==> src/rtl/seq_alu.sv <==
// Sequential successor ALU: registered single-cycle ops plus iterative unsigned
// shift-add multiply and restoring divide, with latched condition flags.
module seq_alu #(
   parameter int WIDTH        = 8,
   parameter int ALU_OP_WIDTH = 4
) (
   input  logic                    clk,
   input  logic                    rst,
   input  logic                    clk_en,
   input  logic                    i_start,
   input  logic                    i_latch_flags,
   input  logic [ALU_OP_WIDTH-1:0] i_op,
   input  logic [WIDTH-1:0]        i_a,
   input  logic [WIDTH-1:0]        i_t,
   output logic                    o_busy,
   output logic                    o_done,
   output logic [WIDTH-1:0]        o_data,
   output logic [WIDTH-1:0]        o_hi,
   output logic                    o_zero,
   output logic                    o_carry,
   output logic                    o_odd,
   output logic                    o_div0
);

   localparam int CW = $clog2(WIDTH + 1);

   localparam logic [ALU_OP_WIDTH-1:0] OP_ADD  = ALU_OP_WIDTH'(0);
   localparam logic [ALU_OP_WIDTH-1:0] OP_SUB  = ALU_OP_WIDTH'(1);
   localparam logic [ALU_OP_WIDTH-1:0] OP_AND  = ALU_OP_WIDTH'(2);
   localparam logic [ALU_OP_WIDTH-1:0] OP_OR   = ALU_OP_WIDTH'(3);
   localparam logic [ALU_OP_WIDTH-1:0] OP_XOR  = ALU_OP_WIDTH'(4);
   localparam logic [ALU_OP_WIDTH-1:0] OP_SL   = ALU_OP_WIDTH'(5);
   localparam logic [ALU_OP_WIDTH-1:0] OP_SR   = ALU_OP_WIDTH'(6);
   localparam logic [ALU_OP_WIDTH-1:0] OP_ASR  = ALU_OP_WIDTH'(7);
   localparam logic [ALU_OP_WIDTH-1:0] OP_ROL  = ALU_OP_WIDTH'(8);
   localparam logic [ALU_OP_WIDTH-1:0] OP_ROR  = ALU_OP_WIDTH'(9);
   localparam logic [ALU_OP_WIDTH-1:0] OP_INV  = ALU_OP_WIDTH'(10);
   localparam logic [ALU_OP_WIDTH-1:0] OP_MULU = ALU_OP_WIDTH'(12);
   localparam logic [ALU_OP_WIDTH-1:0] OP_DIVU = ALU_OP_WIDTH'(13);

   typedef enum logic {IDLE, RUN} state_t;

   state_t            state_q;
   logic [CW-1:0]     cnt_q;
   logic              busy_q, done_q, zero_q, carry_q, odd_q, div0_q;
   logic              opDiv_q, latch_q;
   logic [WIDTH-1:0]  data_q, hi_q, opA_q, opT_q, workHi_q, workLo_q;

   logic [WIDTH:0]    addW_d, subW_d, mulSum_d, divShift_d;
   logic [WIDTH-1:0]  singleRes_d, singleHi_d, divDiff_d, nextHi_d, nextLo_d;
   logic              singleCarry_d, divFits_d, startLong_d;

   // Single-cycle result; CHK (and the unused codes 14/15) pass A through so
   // the flags reflect the operand. DIVU here only covers the T==0 shortcut.
   always_comb begin
      addW_d        = {1'b0, i_a} + {1'b0, i_t};
      subW_d        = {1'b0, i_a} - {1'b0, i_t};
      singleRes_d   = i_a;
      singleHi_d    = '0;
      singleCarry_d = 1'b0;
      case (i_op)
         OP_ADD:  begin singleRes_d = addW_d[WIDTH-1:0]; singleCarry_d = addW_d[WIDTH]; end
         OP_SUB:  begin singleRes_d = subW_d[WIDTH-1:0]; singleCarry_d = subW_d[WIDTH]; end
         OP_AND:  singleRes_d = i_a & i_t;
         OP_OR:   singleRes_d = i_a | i_t;
         OP_XOR:  singleRes_d = i_a ^ i_t;
         OP_SL:   begin singleRes_d = {i_a[WIDTH-2:0], 1'b0}; singleCarry_d = i_a[WIDTH-1]; end
         OP_SR:   begin singleRes_d = {1'b0, i_a[WIDTH-1:1]}; singleCarry_d = i_a[0]; end
         OP_ASR:  begin singleRes_d = {i_a[WIDTH-1], i_a[WIDTH-1:1]}; singleCarry_d = i_a[0]; end
         OP_ROL:  singleRes_d = {i_a[WIDTH-2:0], i_a[WIDTH-1]};
         OP_ROR:  singleRes_d = {i_a[0], i_a[WIDTH-1:1]};
         OP_INV:  singleRes_d = ~i_a;
         OP_DIVU: begin singleRes_d = '1; singleHi_d = i_a; singleCarry_d = 1'b1; end
         default: singleRes_d = i_a;
      endcase
   end

   assign startLong_d = (i_op == OP_MULU) || ((i_op == OP_DIVU) && (i_t != '0));

   // One iteration step. Multiply shifts {hi,lo} right adding A when lo[0]
   // is set; divide shifts the remainder left and subtracts T when it fits.
   always_comb begin
      mulSum_d   = {1'b0, workHi_q} + (workLo_q[0] ? {1'b0, opA_q} : {(WIDTH+1){1'b0}});
      divShift_d = {workHi_q, workLo_q[WIDTH-1]};
      divFits_d  = divShift_d >= {1'b0, opT_q};
      divDiff_d  = divShift_d[WIDTH-1:0] - opT_q;
      if (opDiv_q) begin
         nextHi_d = divFits_d ? divDiff_d : divShift_d[WIDTH-1:0];
         nextLo_d = {workLo_q[WIDTH-2:0], divFits_d};
      end else begin
         nextHi_d = mulSum_d[WIDTH:1];
         nextLo_d = {mulSum_d[0], workLo_q[WIDTH-1:1]};
      end
   end

   // Control FSM with registered results and flags; clk_en freezes everything.
   always_ff @(posedge clk or posedge rst) begin
      if (rst) begin
         state_q  <= IDLE;
         cnt_q    <= '0;
         busy_q   <= 1'b0;
         done_q   <= 1'b0;
         data_q   <= '0;
         hi_q     <= '0;
         zero_q   <= 1'b0;
         carry_q  <= 1'b0;
         odd_q    <= 1'b0;
         div0_q   <= 1'b0;
         opDiv_q  <= 1'b0;
         latch_q  <= 1'b0;
         opA_q    <= '0;
         opT_q    <= '0;
         workHi_q <= '0;
         workLo_q <= '0;
      end else if (clk_en) begin
         done_q <= 1'b0;
         case (state_q)
            IDLE: begin
               if (i_start && startLong_d) begin
                  opA_q    <= i_a;
                  opT_q    <= i_t;
                  opDiv_q  <= (i_op == OP_DIVU);
                  latch_q  <= i_latch_flags;
                  workHi_q <= '0;
                  workLo_q <= (i_op == OP_DIVU) ? i_a : i_t;
                  cnt_q    <= CW'(WIDTH);
                  busy_q   <= 1'b1;
                  state_q  <= RUN;
               end else if (i_start) begin
                  data_q <= singleRes_d;
                  hi_q   <= singleHi_d;
                  done_q <= 1'b1;
                  if (i_latch_flags) begin
                     zero_q  <= (singleRes_d == '0);
                     carry_q <= singleCarry_d;
                     odd_q   <= singleRes_d[0];
                     if (i_op == OP_DIVU) div0_q <= 1'b1;
                  end
               end
            end
            RUN: begin
               workHi_q <= nextHi_d;
               workLo_q <= nextLo_d;
               cnt_q    <= cnt_q - CW'(1);
               if (cnt_q == CW'(1)) begin
                  data_q  <= nextLo_d;
                  hi_q    <= nextHi_d;
                  done_q  <= 1'b1;
                  busy_q  <= 1'b0;
                  state_q <= IDLE;
                  if (latch_q) begin
                     zero_q  <= (nextLo_d == '0);
                     carry_q <= opDiv_q ? 1'b0 : (nextHi_d != '0);
                     odd_q   <= nextLo_d[0];
                     if (opDiv_q) div0_q <= 1'b0;
                  end
               end
            end
            default: state_q <= IDLE;
         endcase
      end
   end

   assign o_busy  = busy_q;
   assign o_done  = done_q;
   assign o_data  = data_q;
   assign o_hi    = hi_q;
   assign o_zero  = zero_q;
   assign o_carry = carry_q;
   assign o_odd   = odd_q;
   assign o_div0  = div0_q;

endmodule

==> config.mk <==
export PLATFORM = sky130hd
export DESIGN_NAME = seq_alu
export DESIGN_NICKNAME = d
export VERILOG_FILES = /design/src/rtl/seq_alu.sv
export SDC_FILE = /design/constraint.sdc
export NUM_CORES = 1
export LEC_CHECK = 0
export BUFFER_PORTS_ARGS = -buffer_cell sky130_fd_sc_hd__buf_4
export CAP_MARGIN = 20
export CORE_MARGIN = 2
export CORE_UTILIZATION = 61
export DETAILED_ROUTE_END_ITERATION = 7
export GPL_TIMING_DRIVEN = 0
export MAX_ROUTING_LAYER = met4
export PLACE_DENSITY_LB_ADDON = 0.1
export SLEW_MARGIN = 10
export SYNTH_ARGS = -nofsm -noshare
export SYNTH_HDL_FRONTEND = slang
export SYNTH_SLANG_ARGS = --single-unit
==> constraint.sdc <==
create_clock -name clk -period 3.2 [get_ports clk]
set_input_delay 0.32 -clock clk [delete_from_list [all_inputs] [get_ports clk]]
set_output_delay 0.32 -clock clk [all_outputs]
set_load 0.02 [all_outputs]
Yosys cells after proc, flatten, opt, wreduce, memory -nomap -nowiden
Index checks and enable logic that the tools add are counted.

word-level totals
  register bits = 61
  latch bits = 0
  bits in writable memories = 0
  ROM bits = 0
  input port bits = 25
  logic and storage cells = 122
  memories = 0

cells by class
  $add $sub $neg = 5
  multipliers = 0
  div/mod/pow operators = 0
  magnitude comparators = 1
  equal/unequal tests = 21
  shift-type cells = 0
  multiplexer cells = 59
  bitwise logic cells = 5
  reductions and logical operators = 15

operators with widths
  operator            count
  $mux 8              14
  $pmux 8 s12         1
  $pmux 8 s2          4
  $mux 1              30
  $eq 4x4->1 const B  5
  $add 8x8->9         2
  $eq 4x3->1 const B  4
  $logic_not 8->1     2
  $reduce_bool 8->1   2
  $pmux 1 s2          7
  $ne 2x2->1 const B  5
  $ge 9x8->1          1
  $sub 8x8->9         1
  $and 8x8->8         1
  $eq 4x1->1 const B  2
  $eq 4x2->1 const B  2
  $not 8->8           1
  $or 8x8->8          1
  $pmux 4 s2          1
  $reduce_and 8->1    1
  $sub 8x8->8         1
  $xor 8x8->8         1
  $ne 2x1->1 const B  3
  $reduce_and 3->1    2
  other kinds (11)    12

Logic depth before layout (Yosys ltp)
  word-level depth = 8
  depth in mapped cells = 11

Worst setup path after synthesis
Ideal clock, no wire load.

  path kind = register to register
  from = register workLo_q[0]
  to = register carry_q, in the netlist o_carry
  library setup time = 0.134 ns
  data arrival time = 2.505 ns
  required time = 3.066 ns
  path slack = 0.560 ns
  stages on the path, launching flop included = 12
  cell sequence = dfrtp_1 -> clkbuf_1 -> and2_1 -> ha_1 -> fa_1 -> a211oi_1 -> o21bai_1 -> a21oi_1 -> o21ai_0 -> nand3b_1 -> nor4b_1 -> a31oi_1

on the way
  word-level cells in the longest chain between the ends = 8

RTL lines
  what                      line  source
  start: declaration        47    logic [WIDTH-1:0] data_q, hi_q, opA_q, opT_q, workHi_q, workLo_q;
  start signal: assignment  125   workLo_q <= (i_op == OP_DIVU) ? i_a : i_t;
  start signal: assignment  143   workLo_q <= nextLo_d;
  $mux 8                    83    mulSum_d = {1'b0, workHi_q} + (workLo_q[0] ? {1'b0, opA_q} : {(WIDTH+1){1'b0}});
  $add 8x8->9               83
  $mux 8                    87    if (opDiv_q) begin
  $reduce_bool 8->1         153   carry_q <= opDiv_q ? 1'b0 : (nextHi_d != '0);
  $mux 1                    153
  $mux 1                    151   if (latch_q) begin
  $mux 1                    145   if (cnt_q == CW'(1)) begin
  $pmux 1 s2                117   case (state_q)
  end signal: assignment    135   carry_q <= singleCarry_d;
  end signal: assignment    153
  end: declaration          45    logic busy_q, done_q, zero_q, carry_q, odd_q, div0_q;

Every way passes these cells. The select of a mux whose other input is x is not followed.
A chain may end at the register's enable or synchronous reset.

Worst setup path in the final report
Ends and elaborated chain as after synthesis.

==> qor.csv <==
stage;metric;value;unit
drt;vias;5843;
layout;antenna_cells;0;
setup_path;r2r_setup_slack;170;ps
run;drv_cap;0;
die;core_area;0.00872;sq mm
logic_synthesis;ys_warn_count;0;
drt;drtAntennaViolNets;0;
sta;relSlewSlack;37.7;%
drt;drc;0;
global_routing;antenna_found_initial;0;
sta;finalClockSkew;17.4;ps
pwr;p_comb_share;44.5;%
logic_synthesis;async_reset_ff_share;100;%
clock_network;tritoncts;built;
die;die_h;98.8;um
setup_path;cp_num_cells;11;
sta;hold_viol;0;
clock_network;root_buffer;clkbuf_8;
pwr;p_sw_share;40.4;%
clock_network;cts_made_buffers;9;
logic_synthesis;synth_edf_count;0;
logic_synthesis;synth_top_flop_cell;dfrtp_1;
drt;highest_layer;met4;
clock_network;post_cts_buffers;0;
placement;hpwlAfterDp;14100;um
hold_path;worstHoldPathType;primary input to asynchronous set/reset pin;
global_routing;first_global_vias;5625;
setup_path;startpoint_type;flop;
logic_synthesis;yosys-top-cells-area;dfrtp_1, ha_1, o21ai_0, nand2_1, a21oi_1;
sta;setup_violations;0;
global_routing;grt_max_degree;38;
clock_network;cts_hold_buf;0;
die;io_pins;47;
sta;worst-slew-pin-transition;935;ps
sta;fin_ws;166;ps
logic_synthesis;synth_seq_cells;61;
logic_synthesis;yosysSeqAreaShare;27.8;%
layout;nets;800;
clock_network;cts_sinks;61;
logic_synthesis;yosysTopAreaCellShare;27.8;%
drt;dr.pass1.iters;8;
setup_path;cp_data_required_time;3430;ps
logic_synthesis;postSynthCellCount;669;
sta;drv_slew;0;
setup_path;regToRegEndpoint;o_carry;
logic_synthesis;synth_top_cell_by_area;dfrtp_1;
setup_path;slowest_stage;fa_1;
layout;drive_gt1_share;15.0;%
drt;wl_met1;7200;um
pwr;vdd_drop_max;309;uV
clock_network;clock_path_buffers;2;
logic_synthesis;synth_area_per_cell;8.20;sq um
setup_path;crit_chain;clkbuf_1, and2_1, ha_1, fa_1, a211oi_2, o21bai_1, a21oi_2, o21ai_1, nand3b_1, nor4b_1, a31oi_1;
logic_synthesis;synthMostInstantiatedCell;o21ai_0;
die;num_rows;34;
layout;finish.utilization;71.5;%
pwr;p_seq_share;32.0;%
setup_path;cp.arrival;3260;ps
logic_synthesis;synth_nets;741;
pwr;power.switching;1.35;mW
drt;wl_per_cell;22.3;um
drt;wl_met3;1980;um
placement;dpl.cell_count;825;
layout;multi_input_area;0.00360;sq mm
setup_path;path_delay_family;compound AO/OA/AOI/OAI gates;
logic_synthesis;synthTopCellsByCount;o21ai_0, nand2_1, dfrtp_1;
placement;gp_congestion;1.03;
setup_path;crit_end;o_carry;
setup_path;cpPeakStageDelay;450;ps
pwr;pwr-share-clk;23.5;%
setup_path;worstRegToRegCells;11;
pwr;power_density;535;mW/mm^2
setup_path;critPathBufInv;1;
layout;fillers;697;
pwr;p_leak;2.83;nW
global_routing;grt_overflow;0;
setup_path;rr_startpoint;workLo_q[0];
clock_network;clk_pin_slew;90;ps
clock_network;clk_latency;360;ps
die;start_util;62.9;%
sta;fin_crit_sh;94.8;%
pwr;finalPower;3.33;mW
setup_path;cp-end-kind;flop;
setup_path;crit_start;workLo_q[0];
sta;finalCriticalPeriod;3030;ps
drt;wl_met2;8660;um
outcome;outcome;complete, no violations;
sta;fmax;0.330;GHz
drt;drtIter0Drc;560;
setup_path;path_class;flop to flop;
setup_path;cp_max_fo;10;
pwr;p_int;1.99;mW
placement;dpl_worst_slack;-180;ps
die;die_x;98.8;um
placement;numPortBuffers;46;
global_routing;grt_usage;40.2;%
drt;viasPerCell;6.95;
die;dieArea;0.00976;sq mm
logic_synthesis;syn_area;0.00548;sq mm
layout;syn_to_final_growth;13.7;%
layout;regArea;0.00153;sq mm
global_routing;grt_pass1_wl;29800;um
drt;wl;18800;um
clock_network;cts_max_level;3;
layout;final_cells;841;
logic_synthesis;synthDistinctLibCells;80;
-- layout by cell type, fill, tap and decap left out, types with 5 or more instances in the layout --
| cell | instances |
|---|---|
| nand2_1 | 66 |
| nand2b_1 | 11 |
| dfrtp_1 | 61 |
| buf_4 | 48 |
| o21ai_0 | 67 |
| clkbuf_8 | 9 |
| a21oi_1 | 43 |
| ha_1 | 43 |
| a31oi_1 | 10 |
| o22ai_1 | 5 |
| nand4_1 | 6 |
| inv_1 | 44 |
| o21a_1 | 5 |
| mux2_2 | 12 |
| o31ai_1 | 7 |
| a21o_1 | 11 |
| nor4_1 | 6 |
| nor3b_1 | 6 |
| o211ai_1 | 7 |
| nor3_1 | 12 |
| nor2b_1 | 10 |
| a32oi_1 | 6 |
| nand3_1 | 11 |
| and2_1 | 11 |
| nor2_1 | 36 |
| a211oi_1 | 11 |
| clkbuf_1 | 27 |
| a22o_1 | 6 |
| buf_2 | 11 |
| xor2_1 | 8 |
| mux2i_1 | 8 |
-- worst register-to-register path, stage by stage, from the launching register on --
cell and delay, ps:
dfrtp_1 410, clkbuf_1 220, and2_1 200, ha_1 230, fa_1 450, a211oi_2 280, o21bai_1 150, a21oi_2 200
o21ai_1 150, nand3b_1 190, nor4b_1 310, a31oi_1 120
-- power groups by stage --
stage	clock (mW)	combinational (mW)	sequential [mW]
final	0.783	1.48	1.07
after global routing	0.807	1.60	1.09
after CTS	0.779	1.44	1.06
after detailed placement	0	1.42	1.07
after global placement	0	1.37	1.06
after floorplan	0	0.954	1.10
-- metrics by stage --
stage / setup TNS, ps / cell area, sq um / hold WS (ps)
2_1_floorplan: 0 / 5480 / 427
3_3_place_gp: -266 / 5960 / 455
3_5_place_dp: -357 / 5990 / 415
4_1_cts: 0 / 6210 / 35.5
5_1_grt: -9.99 / 6230 / 62.9
6_report: 0 / 6230 / 18.1
-- what timing repair did --
action,4_1_cts,5_1_grt
setup endpoints to repair,0,2
gates resized for setup,0,4
endpoints found under the hold margin,0,0
-- per-layer routing --
layer,track usage (%),up-vias
met5,-,-
met4,19.0,0
met3,5.82,85
met2,62.7,430
met1,51.6,2734
li1,-,2594
-- flip-flops by register name, summed over array words and instances, names as in the netlist, 4 cells and up --
signal	count
opA_q	8
o_data	8
opT_q	8
workLo_q	8
cnt_q	4
workHi_q	8
o_hi	8
-- area by class of cell --
| cell class | instances | share of cell area, % |
|---|---|---|
| Buffer | 44 | 3.23 |
| Clock buffer | 9 | 1.99 |
| Clock inverter | 7 | 1.57 |
| Inverter | 47 | 2.83 |
| Multi-Input combinational cell | 517 | 57.8 |
| Sequential cell | 61 | 24.5 |
| Tap cell | 108 | 2.17 |
| Timing Repair Buffer | 48 | 5.94 |
-- worst min-delay path by stage --
stage / cells past startpoint / slack, ps / startpoint / endpoint
CTS: 2 / 40 / rst / cnt_q[0]
detailed placement: 2 / 420 / rst / cnt_q[0]
global route: 2 / 60 / rst / cnt_q[1]
finish: 2 / 20 / rst / cnt_q[0]
floorplan: 1 / 430 / clk_en / o_done
global placement: 2 / 460 / opA_q[1] / opA_q[1]
-- cell families (layout without fill, tap and decap cells) --
logic type      Yosys count  count (layout)  share of synthesized area, %
buf+inv                  91             155                          6.89
xor+xnor                 11              11                          1.76
fa+ha+maj                47              47                          11.3
simple gates            200             200                          18.4
compound gates          239             239                          29.9
mux                      20              20                          3.93
flops                    61              61                          27.8
Power figures use the tool's default switching activity.
